### src/rtl/axis_frame_pkg.sv
// rtl/axis_frame_pkg.sv - shared state encoding and low-aligned tkeep helper
package axis_frame_pkg;

  typedef enum logic {
    IDLE = 1'b0,
    SEND = 1'b1
  } state_t;

  localparam int unsigned MAX_KEEP_WIDTH = 64;

  // Remainder 0 means a fully populated beat, so all keep_width lanes are set.
  function automatic logic [MAX_KEEP_WIDTH-1:0] keep_mask(input int unsigned r,
                                                          input int unsigned keep_width);
    logic [MAX_KEEP_WIDTH-1:0] m;
    int unsigned n;
    n = (r == 0) ? keep_width : r;
    m = '0;
    for (int unsigned i = 0; i < MAX_KEEP_WIDTH; i++) begin
      if (i < n) m[i] = 1'b1;
    end
    return m;
  endfunction

endpackage

### src/rtl/axis_frame_gen_pattern.sv
// rtl/axis_frame_gen_pattern.sv - incrementing byte-lane pattern from a base offset
module axis_frame_gen_pattern #(
  parameter int KEEP_WIDTH = 8
) (
  input  logic [7:0]              base,
  output logic [8*KEEP_WIDTH-1:0] tdata
);

  always_comb begin
    tdata = '0;
    for (int k = 0; k < KEEP_WIDTH; k++) begin
      tdata[8*k +: 8] = base + 8'(k);
    end
  end

endmodule

### src/rtl/axis_frame_gen.sv
// rtl/axis_frame_gen.sv - command-driven AXI4-Stream frame generator with counted length
module axis_frame_gen
  import axis_frame_pkg::*;
#(
  parameter int DATA_WIDTH  = 64,
  parameter int KEEP_ENABLE = (DATA_WIDTH > 8),
  parameter int KEEP_WIDTH  = (DATA_WIDTH / 8),
  parameter int LEN_WIDTH   = 16
) (
  input  logic                  clk,
  input  logic                  rst_n,
  input  logic [LEN_WIDTH-1:0]  cmd_len,
  input  logic [7:0]            cmd_seed,
  input  logic                  cmd_valid,
  output logic                  cmd_ready,
  output logic [DATA_WIDTH-1:0] m_axis_tdata,
  output logic [KEEP_WIDTH-1:0] m_axis_tkeep,
  output logic                  m_axis_tvalid,
  input  logic                  m_axis_tready,
  output logic                  m_axis_tlast,
  output logic                  busy,
  output logic                  zero_len,
  output logic [31:0]           frame_count
);

  localparam logic [LEN_WIDTH-1:0] STEP = (KEEP_ENABLE != 0) ? LEN_WIDTH'(KEEP_WIDTH)
                                                             : LEN_WIDTH'(1);

  state_t                  state_q, state_d;
  logic [LEN_WIDTH-1:0]    rem_q, rem_d;
  logic [7:0]              offset_q, offset_d;
  logic [DATA_WIDTH-1:0]   tdata_q, tdata_d;
  logic [KEEP_WIDTH-1:0]   tkeep_q, tkeep_d;
  logic                    tvalid_q, tvalid_d;
  logic                    tlast_q, tlast_d;
  logic                    zero_len_q, zero_len_d;
  logic                    ready_en_q, ready_en_d;
  logic [31:0]             frame_count_q, frame_count_d;

  logic                    accept, adv, complete, load_cmd, beat_last;
  logic [LEN_WIDTH-1:0]    src_rem, rem_mod;
  logic [7:0]              src_base;
  logic [KEEP_WIDTH-1:0]   keep_beat;
  logic [8*KEEP_WIDTH-1:0] pat, data_beat;

  axis_frame_gen_pattern #(.KEEP_WIDTH(KEEP_WIDTH)) u_pattern (
    .base  (src_base),
    .tdata (pat)
  );

  assign adv       = tvalid_q & m_axis_tready;
  assign complete  = adv & tlast_q;
  // ready_en_q keeps cmd_ready low while reset is held and for the first edge after it.
  assign cmd_ready = ready_en_q & ((state_q == IDLE) | complete);
  assign accept    = cmd_valid & cmd_ready;
  assign load_cmd  = accept & (cmd_len != '0);

  // Next beat is built either from a fresh command or from the running counters.
  always_comb begin
    src_rem   = load_cmd ? cmd_len : rem_q;
    src_base  = load_cmd ? cmd_seed : offset_q;
    beat_last = (src_rem <= STEP);
    rem_mod   = src_rem % LEN_WIDTH'(KEEP_WIDTH);
    if ((KEEP_ENABLE == 0) || !beat_last) keep_beat = '1;
    else keep_beat = KEEP_WIDTH'(keep_mask(32'(rem_mod), KEEP_WIDTH));
    data_beat = '0;
    for (int k = 0; k < KEEP_WIDTH; k++) begin
      data_beat[8*k +: 8] = keep_beat[k] ? pat[8*k +: 8] : 8'h00;
    end
  end

  always_comb begin
    state_d       = state_q;
    rem_d         = rem_q;
    offset_d      = offset_q;
    tdata_d       = tdata_q;
    tkeep_d       = tkeep_q;
    tvalid_d      = tvalid_q;
    tlast_d       = tlast_q;
    zero_len_d    = accept & (cmd_len == '0);
    ready_en_d    = 1'b1;
    frame_count_d = frame_count_q + {31'd0, complete};
    if (load_cmd || (adv && !tlast_q)) begin
      state_d  = SEND;
      tvalid_d = 1'b1;
      tdata_d  = DATA_WIDTH'(data_beat);
      tkeep_d  = keep_beat;
      tlast_d  = beat_last;
      rem_d    = beat_last ? '0 : (src_rem - STEP);
      offset_d = src_base + 8'(KEEP_WIDTH);
    end else if (complete) begin
      state_d  = IDLE;
      tvalid_d = 1'b0;
      tlast_d  = 1'b0;
      tdata_d  = '0;
      tkeep_d  = '0;
    end
  end

  always_ff @(posedge clk or negedge rst_n) begin
    if (!rst_n) begin
      state_q       <= IDLE;
      rem_q         <= '0;
      offset_q      <= '0;
      tdata_q       <= '0;
      tkeep_q       <= '0;
      tvalid_q      <= 1'b0;
      tlast_q       <= 1'b0;
      zero_len_q    <= 1'b0;
      ready_en_q    <= 1'b0;
      frame_count_q <= '0;
    end else begin
      state_q       <= state_d;
      rem_q         <= rem_d;
      offset_q      <= offset_d;
      tdata_q       <= tdata_d;
      tkeep_q       <= tkeep_d;
      tvalid_q      <= tvalid_d;
      tlast_q       <= tlast_d;
      zero_len_q    <= zero_len_d;
      ready_en_q    <= ready_en_d;
      frame_count_q <= frame_count_d;
    end
  end

  assign m_axis_tdata  = tdata_q;
  assign m_axis_tkeep  = tkeep_q;
  assign m_axis_tvalid = tvalid_q;
  assign m_axis_tlast  = tlast_q;
  assign busy          = (state_q == SEND);
  assign zero_len      = zero_len_q;
  assign frame_count   = frame_count_q;

endmodule

### config.mk
export PLATFORM = sky130hd
export DESIGN_NAME = axis_frame_gen
export DESIGN_NICKNAME = d
export VERILOG_FILES = /design/src/rtl/axis_frame_pkg.sv /design/src/rtl/axis_frame_gen_pattern.sv /design/src/rtl/axis_frame_gen.sv
export SDC_FILE = /design/constraint.sdc
export NUM_CORES = 1
export LEC_CHECK = 0
export CAP_MARGIN = 20
export CORE_AREA = 8 8 134 136
export CTS_BUF_LIST = sky130_fd_sc_hd__clkbuf_4 sky130_fd_sc_hd__clkbuf_8 sky130_fd_sc_hd__clkbuf_16
export CTS_CLUSTER_SIZE = 25
export DETAILED_ROUTE_END_ITERATION = 10
export DIE_AREA = 0 0 142 144
export GPL_TIMING_DRIVEN = 0
export PLACE_DENSITY_LB_ADDON = 0.2
export SKIP_CTS_REPAIR_TIMING = 1
export SYNTH_ARGS = -nofsm -noshare
export SYNTH_HDL_FRONTEND = slang
export SYNTH_HIERARCHICAL = 1
export SYNTH_SLANG_ARGS = --single-unit
### constraint.sdc
create_clock -name clk -period 3.6 [get_ports clk]
set_input_delay 0.72 -clock clk [delete_from_list [all_inputs] [get_ports clk]]
set_output_delay 0.72 -clock clk [all_outputs]
set_load 0.01 [all_outputs]
==> results of run 1 <==
## power breakdown
part	internal, mW	switching [mW]
Combinational	1.89	1.96
Clock	1.26	0.704
Sequential	2.01	0.401
Total	5.15	3.07
## worst max-delay path, stage by stage
cell	delay [ns]
dlymetal6s2s_1	0.20
nor4_4	0.42
and4_1	0.25
clkbuf_4	0.18
nor2_4	0.06
buf_8	0.15
mux2i_4	0.20
ha_4	0.19
or3b_4	0.42
or4_4	0.44
nor3_2	0.11
o21ai_1	0.10
o32a_1	0.29
o22ai_1	0.13
## cells in the final DEF (no fill, tap or decap), types with 4 or more instances in the layout
| cell | count |
|---|---|
| clkdlybuf4s50_1 | 118 |
| o21ai_0 | 23 |
| a22o_1 | 59 |
| dlymetal6s2s_1 | 16 |
| xnor2_1 | 44 |
| dfrtp_1 | 132 |
| o22ai_1 | 4 |
| clkbuf_16 | 17 |
| and3_1 | 8 |
| clkbuf_4 | 4 |
| nand3_1 | 27 |
| clkbuf_1 | 12 |
| a21o_1 | 36 |
| ha_1 | 13 |
| nor4_4 | 4 |
| a211o_1 | 5 |
| nor3_1 | 11 |
| xor2_1 | 29 |
| inv_1 | 13 |
| and4_1 | 5 |
| or4_1 | 4 |
| a211oi_1 | 4 |
| buf_2 | 12 |
| nand4_1 | 10 |
| bufinv_16 | 5 |
| or3_1 | 6 |
| o211ai_1 | 6 |
| buf_4 | 36 |
| nand2_1 | 78 |
| nor2_1 | 41 |
| a21oi_1 | 16 |
## layer usage
| layer | track usage, % | wire length (um) |
|---|---|---|
| met5 | 0 | 0 |
| met4 | 8.03 | 471 |
| met3 | 6.77 | 1990 |
| met2 | 34.7 | 10300 |
| met1 | 29.5 | 9910 |
## registers in the layout, summed over array words and instances, names as in the netlist
name,flops
zero_len,1
m_axis_tkeep,8
m_axis_tdata,64
offset_q,8
m_axis_tlast,1
rem_q,16
ready_en_q,1
frame_count,32
m_axis_tvalid,1
## cell type report
class | instances | area share [%]
Timing Repair Buffer | 148 | 15.2
Clock inverter | 14 | 2.27
Tap cell | 220 | 2.79
Clock buffer | 18 | 4.45
Buffer | 59 | 3.83
Sequential cell | 132 | 33.5
Multi-Input combinational cell | 511 | 37.5
Inverter | 13 | 0.494
## through the flow
step / instances / utilization, % / cell area [um^2]
floorplan: 715 / - / 7330
global placement: 1071 / 55.9 / 8970
CTS: 1105 / 60.2 / 9670
detailed placement: 1073 / 56.1 / 9000
global route: 1115 / 61.5 / 9870
finish: 1115 / 61.5 / 9870
## logic make-up after synthesis
logic type / synth area share [%]
flip-flops: 45.4
other: 0.0515
AO/OA/AOI/OAI: 22.0
buffers and inverters: 5.43
AND/OR/NAND/NOR: 15.1
adder cells (fa/ha/maj): 2.41
multiplexers: 0.876
XOR/XNOR: 8.78
## final timing paths
path                            startpoint                to  slack, ns  depth (start not counted)
max                             cmd_len[4]         rem_q[11]       0.07                         14
min                                  rst_n         rem_q[14]       0.24                          1
max reg2reg                  m_axis_tvalid         rem_q[11]       0.20                         13
min reg2reg                frame_count[31]   frame_count[31]       0.47                          1
max in group asynchronous            rst_n  m_axis_tdata[45]       2.57                          2
min in group clk           frame_count[31]   frame_count[31]       0.47                          1
==> flow_summary.json, run 1 <==
{
  "grt_pass1_vias": 6466,
  "hpwl_mm": 16.0,
  "slew_violations": 0,
  "grt_setup_unrepaired": "yes",
  "vias": 6425,
  "synth_edf_count": 0,
  "grt.overflow.total": 0,
  "finalCriticalPeriod_ns": 3.53,
  "dp_slack_ns": -1.28,
  "skew_ns": 0.0107,
  "fill_cells": 1314,
  "drcViolationCount": 0,
  "cts_max_level": 4,
  "synth.distinct_cells": 73,
  "worst_pin_slew_ns": 0.979,
  "finalWorstSetupSlack_ns": 0.0690,
  "core-area_um2": 16100,
  "clockBufferDepth": 2,
  "syn_area_um2": 7280,
  "avgSynthCellArea_um2": 10.2,
  "yosys_warnings": 6,
  "crit_type": "in2reg",
  "outcome": "complete, no violations",
  "yosysMostFrequentCell": "dfrtp_1",
  "yosys.area.top_type_share_pct": 45.4,
  "cp-end-kind": "flop",
  "worst_ir_drop_vdd_mv": 0.520,
  "hold_class": "in2async",
  "first_pass_iters": 5,
  "ys_ff_latch": 132,
  "clk_pin_slew_ns": 0.06,
  "cts_sinks": 132,
  "yosys-top-cells-area": "dfrtp_1 (45%), a22o_1 (7.1%), xnor2_1 (5.3%), nand2_1 (4.2%), a21o_1 (3.7%)",
  "routabilityCongestion": 0.930,
  "power_density_nw_per_um2": 833,
  "hold_ws_ns": 0.239,
  "wl_per_cell_um": 20.3,
  "io_pins": 137,
  "path_max_fanout": 10,
  "cts_tree": "built",
  "antenna_cells": 0,
  "multi_input_area_um2": 3700,
  "syn_inst": 715,
  "initial_core_util_pct": 45.4,
  "routed_wl_mm": 22.6,
  "root_buffer": "clkbuf_16",
  "cts_buffers": 17,
  "max_freq_mhz": 283,
  "power_mw": 8.22,
  "drv_cap": 0,
  "regArea_um2": 3300,
  "max_slew_margin_pct": 34.8,
  "drive_above_1_share_pct": 14.4,
  "clock_latency_ns": 0.42,
  "antenna_found_initial": 0,
  "nets": 924,
  "grt_pass1_wl_mm": 35.9,
  "postRouteAntennaNets": 0,
  "finalSetupTns_ns": 0,
  "die_w_um": 142,
  "synth-main-ff-cell": "dfrtp_1",
  "grt_max_degree": 79,
  "worstSetupStartpointType": "primary input",
  "arrival_ns": 3.87,
  "postSynth.asyncResetShare_pct": 100,
  "cp_data_required_time_ns": 3.94,
  "grt_usage_pct": 22.5,
  "cellLeakagePower_nw": 4.56,
  "hold_viol": 0,
  "synth_common_cells": "dfrtp_1 (132), nand2_1 (82), a22o_1 (59)",
  "final.period_utilization_pct": 98.1,
  "die_h_um": 144,
  "synth_top_cell_by_area": "dfrtp_1",
  "row_count": 47,
  "setup_viol": 0,
  "portBuffers": 136,
  "drt_iter0_markers": 470,
  "vias_per_cell": 5.76,
  "ys_seq_area_share_pct": 45.4,
  "dieArea_um2": 20400,
  "syn_nets": 757,
  "syn_to_final_growth_pct": 35.6
}
(Power assumes the default switching activity.)
==> run 2, diff against run 1 <==
--- a/config.mk
+++ b/config.mk
@@ -6,11 +6,11 @@
 export NUM_CORES = 1
 export LEC_CHECK = 0
 export CAP_MARGIN = 20
-export CORE_AREA = 8 8 134 136
-export CTS_BUF_LIST = sky130_fd_sc_hd__clkbuf_4 sky130_fd_sc_hd__clkbuf_8 sky130_fd_sc_hd__clkbuf_16
+export CORE_AREA = 8 8 131 133
+export CTS_BUF_LIST = sky130_fd_sc_hd__clkbuf_8
 export CTS_CLUSTER_SIZE = 25
 export DETAILED_ROUTE_END_ITERATION = 10
-export DIE_AREA = 0 0 142 144
+export DIE_AREA = 0 0 139 141
 export GPL_TIMING_DRIVEN = 0
 export PLACE_DENSITY_LB_ADDON = 0.2
 export SKIP_CTS_REPAIR_TIMING = 1
==> run 2 against run 1 <==
  * Combinational power is 3% lower
  * Clock power is 32% lower
  * Highest routed layer unchanged
  * Sequential share of layout area is 1.3 points higher
  * Total power is 8.6% lower
  * Via count is 0.33% lower
  * Setup slack worse by 0.018 ns
==> flow_summary.json, run 2 (synthesized netlist as in run 1, its figures left out) <==
{
  "first_pass_iters": 5,
  "path_depth": 14,
  "drive_above_1_share_pct": 13.8,
  "drv_cap": 0,
  "clockBufferDepth": 2,
  "vias_per_cell": 5.94,
  "wl_per_cell_um": 20.0,
  "crit_path_top_delay_cell": "or4_1",
  "antenna_found_initial": 0,
  "crit_type": "in2reg",
  "worstSetupStartpointType": "primary input",
  "arrival_ns": 3.91,
  "fin_util_pct": 63.5,
  "die_h_um": 141,
  "grt_usage_pct": 22.0,
  "nets": 920,
  "slew_violations": 0,
  "grt_max_degree": 92,
  "power_density_nw_per_um2": 790,
  "drt_iter0_markers": 447,
  "row_count": 45,
  "routed_wl_mm": 21.6,
  "seqPwrFrac_pct": 32.1,
  "max_freq_mhz": 282,
  "hold_class": "in2async",
  "cts_buffers": 17,
  "clock_latency_ns": 0.44,
  "cts_sinks": 132,
  "grt.overflow.total": 0,
  "cp_data_required_time_ns": 3.96,
  "switchingPower_mw": 2.90,
  "power_mw": 7.52,
  "regToRegSetupSlack_ns": 0.11,
  "drcViolationCount": 0,
  "finalCriticalPeriod_ns": 3.55,
  "netSwitchingFraction_pct": 38.6,
  "dieArea_um2": 19600,
  "largest_reg_flops": 64,
  "finalWorstSetupSlack_ns": 0.0508,
  "postRouteAntennaNets": 0,
  "worst_pin_slew_ns": 1.04,
  "core-area_um2": 15000,
  "hpwl_mm": 15.6,
  "dp.cells": 1042,
  "r2r_start": "m_axis_tvalid",
  "cts_max_level": 4,
  "path_cells": "dlymetal6s2s_1 > nor4_4 > and4_1 > clkbuf_4 > nor2_4 > buf_6 > mux2i_2 > ha_2 > or3b_4 > or4_1 > nor3_1 > o21ai_1 > o32a_1 > o22ai_1",
  "cp-end-kind": "flop",
  "hold_ws_ns": 0.173,
  "rr_worst_depth": 13,
  "skew_ns": 0.0111,
  "startpoint": "cmd_len[1]",
  "grt_pass1_vias": 6302,
  "antenna_cells": 0,
  "combPwrFrac_pct": 50.1,
  "pwr-share-clk_pct": 17.8,
  "io_pins": 137,
  "hold_viol": 0,
  "finalSetupTns_ns": 0,
  "final.period_utilization_pct": 98.6,
  "cellLeakagePower_nw": 4.42,
  "clk_pin_slew_ns": 0.08,
  "root_buffer": "clkbuf_8",
  "fill_cells": 1198,
  "critPathTopFamily": "simple AND/OR/NAND/NOR gates",
  "initial_core_util_pct": 48.6,
  "max_slew_margin_pct": 30.4,
  "layout_commonest_cell": "dfrtp_1",
  "cts_tree": "built",
  "fin_area_um2": 9510,
  "endpoint": "rem_q[11]",
  "internal-power_mw": 4.61,
  "vias": 6404,
  "outcome": "complete, no violations",
  "routabilityCongestion": 0.904,
  "syn_to_final_growth_pct": 30.6,
  "dp_slack_ns": -1.16,
  "grt_pass1_wl_mm": 34.4,
  "final_cell_mix": "dfrtp_1 (131), clkdlybuf4s50_1 (118), nand2_1 (78)",
  "worst_ir_drop_vdd_mv": 0.542,
  "die_w_um": 139,
  "r2r_end": "rem_q[11]",
  "setup_viol": 0,
  "fin_cells": 1079,
  "path_buf_inv": 3,
  "cp_slowest_stage_delay_ns": 0.44,
  "path_max_fanout": 10,
  "portBuffers": 136,
  "placed_area_um2": 8970
}
-- run 2: layer usage --
layer  up-vias  part of all wire [%]  wire (um)  track usage (%)
li1       2910                     -          -                -
met1      3178                    44       9520             29.5
met2       289                    46       9840             33.4
met3        27                   8.9       1920             7.33
met4         0                   1.4        301             5.78
met5         -                     0          0                0
-- run 2: worst min-delay path by stage --
stage           startpoint             end  slack, ns
6_report             rst_n  frame_count[9]       0.17
5_1_grt              rst_n  frame_count[9]       0.16
4_1_cts              rst_n  frame_count[9]       0.16
3_5_place_dp   offset_q[0]     offset_q[0]       0.46
3_3_place_gp   offset_q[2]     offset_q[2]       0.46
2_1_floorplan        rst_n  frame_count[0]       0.42
-- run 2: layout make-up --
type	instances	area, um^2	area share [%]
Timing Repair Buffer	144	1470	15.5
Sequential cell	132	3300	34.7
Tap cell	188	235	2.47
Clock buffer	20	275	2.89
Buffer	59	367	3.85
Multi-Input combinational cell	511	3660	38.4
Clock inverter	12	154	1.62
Inverter	13	48.8	0.513
-- run 2: power by group through the flow --
stage	combinational [mW]	clock [mW]	sequential [mW]
4_1_cts	3.74	1.37	2.40
6_report	3.76	1.34	2.41
3_3_place_gp	3.64	0	2.41
5_1_grt	4.06	1.43	2.47
2_1_floorplan	2.11	0	2.50
3_5_place_dp	3.71	0	2.42
==> run 3, diff against run 2 <==
--- a/config.mk
+++ b/config.mk
@@ -5,7 +5,7 @@
 export SDC_FILE = /design/constraint.sdc
 export NUM_CORES = 1
 export LEC_CHECK = 0
-export CAP_MARGIN = 20
+export ABC_CLOCK_PERIOD_IN_PS = 3600
 export CORE_AREA = 8 8 131 133
 export CTS_BUF_LIST = sky130_fd_sc_hd__clkbuf_8
 export CTS_CLUSTER_SIZE = 25
==> run 3 against run 2 <==
  * Total power is essentially flat
  * Setup slack gained 0.0077 ns
  * Via count is essentially flat
  * Non-clock buffer count grew 4
  * Critical path depth grew 1
  * Routed wire length grew 0.44%
  * First-iteration DRC count shrank 1.6%
  * Fmax grew 0.22%
  * Global-route usage grew 0.099 points
==> flow_summary.json, run 3 (synthesized netlist as in run 1, its figures left out) <==
{
  "outcome": "complete, no violations",
  "grt_max_degree": 92,
  "path_buf_inv": 4,
  "layout_commonest_cell": "dfrtp_1",
  "setup_viol": 0,
  "power_density_nw_per_um2": 789,
  "seqPwrFrac_pct": 32.1,
  "rr_worst_depth": 13,
  "row_count": 45,
  "r2r_start": "m_axis_tvalid",
  "crit_type": "in2reg",
  "clk_pin_slew_ns": 0.08,
  "cp_slowest_stage_delay_ns": 0.44,
  "cts_sinks": 132,
  "initial_core_util_pct": 48.6,
  "startpoint": "cmd_len[8]",
  "netSwitchingFraction_pct": 38.7,
  "r2r_end": "rem_q[11]",
  "hold_ws_ns": 0.166,
  "drive_above_1_share_pct": 14.0,
  "cp_data_required_time_ns": 3.96,
  "first_pass_iters": 5,
  "core-area_um2": 15000,
  "skew_ns": 0.00867,
  "pwr-share-clk_pct": 17.9,
  "cts_max_level": 4,
  "vias_per_cell": 5.92,
  "endpoint": "rem_q[11]",
  "antenna_found_initial": 0,
  "grt_usage_pct": 22.1,
  "die_h_um": 141,
  "combPwrFrac_pct": 50.0,
  "nets": 924,
  "crit_path_top_delay_cell": "or4_1",
  "grt_pass1_wl_mm": 34.7,
  "final.period_utilization_pct": 98.4,
  "grt.overflow.total": 0,
  "postRouteAntennaNets": 0,
  "cellLeakagePower_nw": 4.44,
  "wl_per_cell_um": 20.0,
  "clockBufferDepth": 2,
  "power_mw": 7.52,
  "die_w_um": 139,
  "syn_to_final_growth_pct": 31.0,
  "slew_violations": 0,
  "drt_iter0_markers": 440,
  "routabilityCongestion": 0.904,
  "drcViolationCount": 0,
  "final_cell_mix": "dfrtp_1 (131), clkdlybuf4s50_1 (118), nand2_1 (79)",
  "io_pins": 137,
  "max_freq_mhz": 282,
  "antenna_cells": 0,
  "hold_class": "in2async",
  "finalCriticalPeriod_ns": 3.54,
  "worst_pin_slew_ns": 1.34,
  "portBuffers": 136,
  "max_slew_margin_pct": 9.52,
  "switchingPower_mw": 2.91,
  "vias": 6407,
  "worst_ir_drop_vdd_mv": 0.549,
  "regToRegSetupSlack_ns": 0.14,
  "critPathTopFamily": "simple AND/OR/NAND/NOR gates",
  "cp-end-kind": "flop",
  "path_max_fanout": 10,
  "cts_buffers": 17,
  "routed_wl_mm": 21.7,
  "hold_viol": 0,
  "grt_pass1_vias": 6454,
  "cts_tree": "built",
  "path_cells": "dlymetal6s2s_1 > nor4_4 > buf_4 > and4_1 > clkbuf_4 > nor2_4 > buf_6 > mux2i_1 > ha_2 > or3b_4 > or4_1 > nor3_1 > o21ai_0 > o32a_1 > o22ai_1",
  "drv_cap": 0,
  "path_depth": 15,
  "dieArea_um2": 19600,
  "largest_reg_flops": 64,
  "root_buffer": "clkbuf_8",
  "hpwl_mm": 15.6,
  "worstSetupStartpointType": "primary input",
  "clock_latency_ns": 0.45,
  "arrival_ns": 3.90,
  "internal-power_mw": 4.61
}
## run 3: routing by layer
| layer | vias up | global-route usage (%) | wire (um) |
|---|---|---|---|
| met1 | 3182 | 29.5 | 9640 |
| met2 | 275 | 34.1 | 9910 |
| met3 | 30 | 5.67 | 1770 |
| met5 | - | 0 | 0 |
| met4 | 0 | 7.97 | 348 |
| li1 | 2920 | - | - |
## run 3: stage by stage
step,TNS (ns),utilization (%),worst slack (ns),instance area [um^2],std cells
4_1_cts,-22.90,62.7,-0.729,9390,1072
3_5_place_dp,-50.92,59.8,-1.18,8960,1040
2_1_floorplan,0,-,0.0126,7330,715
6_report,0,63.7,0.0585,9540,1083
3_3_place_gp,-506.52,59.6,-3.44,8930,1039
5_1_grt,-0.0279,63.7,-0.0279,9540,1083
## run 3: cell type report
cell class              instances  area (um^2)
plain buffers                  59          372
clock inverters                12          153
clock buffers                  20          275
repair buffers                148         1500
inverters                      13         48.8
well taps                     188          235
flip-flops and latches        132         3300
multi-input cells             511         3650
fillers                      1210         5440
## run 3: power by group through the flow
stage / combinational (mW) / clock [mW] / sequential, mW
global placement: 3.64 / 0 / 2.41
global route: 4.07 / 1.42 / 2.47
floorplan: 2.11 / 0 / 2.50
finish: 3.76 / 1.35 / 2.41
CTS: 3.74 / 1.37 / 2.40
detailed placement: 3.72 / 0 / 2.42
## run 3: worst min path at each step
stage	start	to	slack (ns)	cells after the start
floorplan	rst_n	frame_count[0]	0.42	0
finish	rst_n	frame_count[9]	0.17	1
global placement	offset_q[2]	offset_q[2]	0.46	2
detailed placement	frame_count[31]	frame_count[31]	0.46	1
global route	rst_n	frame_count[9]	0.17	1
CTS	rst_n	frame_count[9]	0.16	1
